[src/rtl/tdm_pkg.sv]
// Shared constants and types for the 4-channel TDM transmit multiplexer.
package tdm_pkg;

  localparam int NCH   = 4;
  localparam int SEL_W = 2;

  typedef logic [SEL_W-1:0] slot_t;

  // Counter parks on the last slot so the first tick after reset emits slot 0.
  localparam slot_t SLOT_RESET = 2'd3;

  // Round-robin successor; the 2-bit add wraps 3 -> 0 naturally.
  function automatic slot_t next_slot(input slot_t s);
    return s + slot_t'(1);
  endfunction

endpackage

[src/rtl/tdm_chan_buf.sv]
// One-entry holding buffer for a single TDM channel.
// A drain and a load in the same cycle is legal: the held word leaves on the
// shared line while the new word takes its place, so full stays set.
module tdm_chan_buf
  import tdm_pkg::*;
#(
  parameter int W = 1
) (
  input  logic         clk,
  input  logic         rst_n,
  input  logic [W-1:0] wr_data,
  input  logic         wr_valid,
  output logic         wr_ready,
  input  logic         drain,
  output logic [W-1:0] rd_data,
  output logic         full
);

  logic [W-1:0] data_q;

  // Room exists when empty, or when the current word is being drained this cycle.
  assign wr_ready = ~full | drain;
  assign rd_data  = data_q;

  // Load takes priority over drain so a same-cycle swap keeps the buffer occupied.
  always_ff @(posedge clk or negedge rst_n) begin
    if (!rst_n) begin
      data_q <= '0;
      full   <= 1'b0;
    end else if (wr_valid && wr_ready) begin
      data_q <= wr_data;
      full   <= 1'b1;
    end else if (drain) begin
      full   <= 1'b0;
    end
  end

endmodule

[src/rtl/tdm_mux4.sv]
// 4-channel time-division multiplexer (transmit side).
// Fixed round-robin slots, one per slot_tick. Every slot is emitted even when
// its channel has nothing buffered, so the receiver can track position from
// out_sel/frame_sync alone.
module tdm_mux4
  import tdm_pkg::*;
#(
  parameter int W   = 1,
  parameter int NCH = 4
) (
  input  logic             clk,
  input  logic             rst_n,
  input  logic             slot_tick,
  input  logic [NCH*W-1:0] in_data,
  input  logic [NCH-1:0]   in_valid,
  output logic [NCH-1:0]   in_ready,
  output logic [W-1:0]     out_data,
  output slot_t            out_sel,
  output logic             out_valid,
  output logic             frame_sync
);

  // The select tag is 2 bits wide, so only exactly four channels make sense.
  if (NCH != tdm_pkg::NCH) begin : g_nch_check
    $error("tdm_mux4: NCH must be 4");
  end

  slot_t          cnt;
  slot_t          nxt;
  logic [NCH-1:0] full;
  logic [NCH-1:0] drain;
  logic [W-1:0]   rd_data [NCH];

  assign nxt = next_slot(cnt);

  for (genvar gi = 0; gi < NCH; gi++) begin : g_chan
    // A channel drains on the tick that opens its own slot.
    assign drain[gi] = slot_tick & (nxt == slot_t'(gi));

    tdm_chan_buf #(
      .W (W)
    ) u_buf (
      .clk      (clk),
      .rst_n    (rst_n),
      .wr_data  (in_data[gi*W +: W]),
      .wr_valid (in_valid[gi]),
      .wr_ready (in_ready[gi]),
      .drain    (drain[gi]),
      .rd_data  (rd_data[gi]),
      .full     (full[gi])
    );
  end

  // Advance the slot and register the outgoing word; everything holds between ticks.
  always_ff @(posedge clk or negedge rst_n) begin
    if (!rst_n) begin
      cnt        <= SLOT_RESET;
      out_sel    <= SLOT_RESET;
      out_data   <= '0;
      out_valid  <= 1'b0;
      frame_sync <= 1'b0;
    end else if (slot_tick) begin
      cnt        <= nxt;
      out_sel    <= nxt;
      frame_sync <= (nxt == slot_t'(0));
      out_valid  <= full[nxt];
      out_data   <= full[nxt] ? rd_data[nxt] : '0;
    end
  end

endmodule

[config.mk]
export PLATFORM = sky130hd
export DESIGN_NAME = tdm_mux4
export DESIGN_NICKNAME = d
export VERILOG_FILES = /design/src/rtl/tdm_pkg.sv /design/src/rtl/tdm_chan_buf.sv /design/src/rtl/tdm_mux4.sv
export SDC_FILE = /design/constraint.sdc
export NUM_CORES = 1
export LEC_CHECK = 0
export CORE_MARGIN = 2
export CORE_UTILIZATION = 47
export CTS_BUF_LIST = sky130_fd_sc_hd__clkbuf_4
export CTS_CLUSTER_SIZE = 40
export DETAILED_ROUTE_END_ITERATION = 10
export PLACE_DENSITY = 0.89
export SYNTH_ARGS = -nofsm -noshare
export SYNTH_HDL_FRONTEND = slang
export SYNTH_SLANG_ARGS = --single-unit
[constraint.sdc]
create_clock -name clk -period 1.85 [get_ports clk]
set_input_delay 0.4625 -clock clk [delete_from_list [all_inputs] [get_ports clk]]
set_output_delay 0.4625 -clock clk [all_outputs]
set_load 0.1 [all_outputs]
==> metrics.txt <==
status complete, but fails checks; failing checks setup timing; DRC 0; CTS tree yes; pre-CTS setup slack -0.131 ns; Slowest cell on crit path dfstp_4; first-pass GRT wire length 2.48 mm; sequential element share of the synthesized area 0.485; Die Y 41.9 µm; Final Max Tran Viols 0; CP Max Fanout 4; antenna cell count 0; root buffer cell clkbuf_4; Ports 20; GR peak layer met2; FILL cells slightly above 60; f_max 0.502 GHz; vias in the first global route 532; largest net degree at the start of global routing 14; Die X approximately 42 µm; gpl congestion 0.831; Wirelength per Cell 15.2 µm; final global-route overflow total 0; Layout Skew between 0.003 and 0.004 ns; initial detailed-routing violation count 4; Area Overhead vs Synth 66.3%; met3 usage 0.0348; most common cell after layout, fill and taps aside buf_4; Final ANT Viol Nets 0; Final Critical Period 1.99 ns; Die Area approximately 0.0018 mm²; Worst EP required 1.39 ns; Placement Cell Area 982 µm²; flops & latches, synth 13; MaxCap Viol Count 0; synthesized cell area 676 µm²; commonest non-fill, non-tap cells in the layout 12 x buf_4, 11 x dfrtp_1, 9 x clkdlybuf4s50_1, 9 x buf_12; Fin Setup TNS -0.502 ns; Syn Area/Cell 12.3 µm²; Detailed Route WL 1.50 mm; GR Util met2 0.353; final hold viol count 0; Crit. End Element output pin; hpwl dp roughly 920 µm; CTS H-tree lvls 1; initial antenna violation count 0; Worst-Skew Late Latency 0.29 ns; clk slew on worst S/H paths 0.08 ns; RSZ-0062 raised after global routing true; Starting Density 0.513; Unique masters post-synth 18; Synth Warn # 0; Final Net Count 100; hold_ws 0.519 ns; Critical Path, Cell by Cell inv_4, ha_4, a21bo_4, buf_12; worst slew pin tran 0.580 ns; Final period util 1.08; crit path kind reg -> out; HP Class reg -> reg; via count 504; Post-Syn Instances 55; Bufs on Longest Clock Path 2; design area 0.00112 mm²; Global Route Usage Sum 0.193; M1 GR Usage 0.217; CTS Sinks 13; DRT Pass-1 Iters 4; critical path's largest stage delay 0.66 ns; Std-Cell Rows 13; CTS Hold Buffers Added 0; final setup vio count 4; final worst slack -0.144 ns; Startpoint Class register; # port buffers 19; via-per-instance ratio 5.09; total CTS buffers 3; syn nets 70; share of cells above drive strength 1 0.524; placeable core region 0.00132 mm²; arrival time at the worst endpoint between 1.5 and 2 ns; Slew HR 0.612
[registers in the layout (all words and copies together), names as in the netlist]
register and cells:
cnt 2, frame_sync 1, g_chan.u_buf.full 4, g_chan.u_buf.rd_data 4, out_data 1, out_valid 1
[per-stage QoR]
step,instances,util
finish,99,0.853
floorplan,55,-
global route,99,0.853
CTS,96,0.836
global placement,87,0.745
detailed placement,87,0.745
[cell type report]
type / count / area (µm²) / share of cell area
Clock buffer: 4 / 30.0 / 0.0267
Inverter: 5 / 23.8 / 0.0212
Multi-Input combinational cell: 31 / 347 / 0.308
Sequential cell: 13 / 335 / 0.298
Tap cell: 15 / 18.8 / 0.0167
Timing Repair Buffer: 31 / 369 / 0.329
[critical path: cells and delay by family, from the launching register on]
family	cells	cell delay [ns]
flops	1	0.66
compound gates	1	0.22
fa+ha+maj	1	0.15
buf+inv	2	0.22
[path summary, 6_finish.rpt]
path | start | slack, ns | depth (start not counted) | end
max in group asynchronous | rst_n | 0.93 | 1 | g_chan[3].u_buf.full
min reg2reg | g_chan[3].u_buf.rd_data | 0.52 | 1 | g_chan[3].u_buf.rd_data
min | g_chan[3].u_buf.rd_data | 0.52 | 1 | g_chan[3].u_buf.rd_data
max | cnt[1] | -0.14 | 4 | in_ready[2]
max reg2reg | cnt[1] | 0.12 | 6 | g_chan[2].u_buf.rd_data
min in group asynchronous | rst_n | 0.54 | 1 | frame_sync
[routing by layer]
layer  vias up  part of all wire  wire [µm]
met4         0             0.013         20
met2        16              0.53        798
met5         -                 0          0
li1        237                 -          -
met1       248              0.41        618
met3         3             0.044         66
[cell families (layout without fill, tap and decap cells)]
family	Yosys count	count (layout)	synth area share
buffers and inverters	11	40	0.100
adders and majority gates	4	4	0.0741
DFF	13	13	0.485
and+or+nand+nor	10	10	0.0759
muxes	8	8	0.146
xor gates and xnor gates	1	1	0.0130
AOI/OAI and AO/OA	8	8	0.106
[synthesized netlist by cell type]
cell type / instances / area share
o22a_1: 1 / 0.013
mux2_2: 5 / 0.083
ha_1: 4 / 0.074
buf_6: 1 / 0.017
nand2_1: 5 / 0.028
xor2_1: 1 / 0.013
a21bo_2: 4 / 0.059
buf_4: 5 / 0.056
dfstp_2: 2 / 0.078
mux4_2: 1 / 0.033
o22ai_2: 1 / 0.019
inv_1: 4 / 0.022
o21ai_0: 2 / 0.015
mux2i_1: 2 / 0.030
dfrtp_1: 11 / 0.41
nand2b_1: 4 / 0.037
clkinv_1: 1 / 0.0056
or2b_1: 1 / 0.011
[what timing repair did]
item,4_1_cts,5_1_grt
buffers inserted,5,3
endpoints found under the setup margin,4,4
gates resized for setup,10,0
pin swaps,5,2
Power is left out: the tool's default activity adds up to more than one toggle a clock period on the data nets, which glitch-free logic cannot reach.
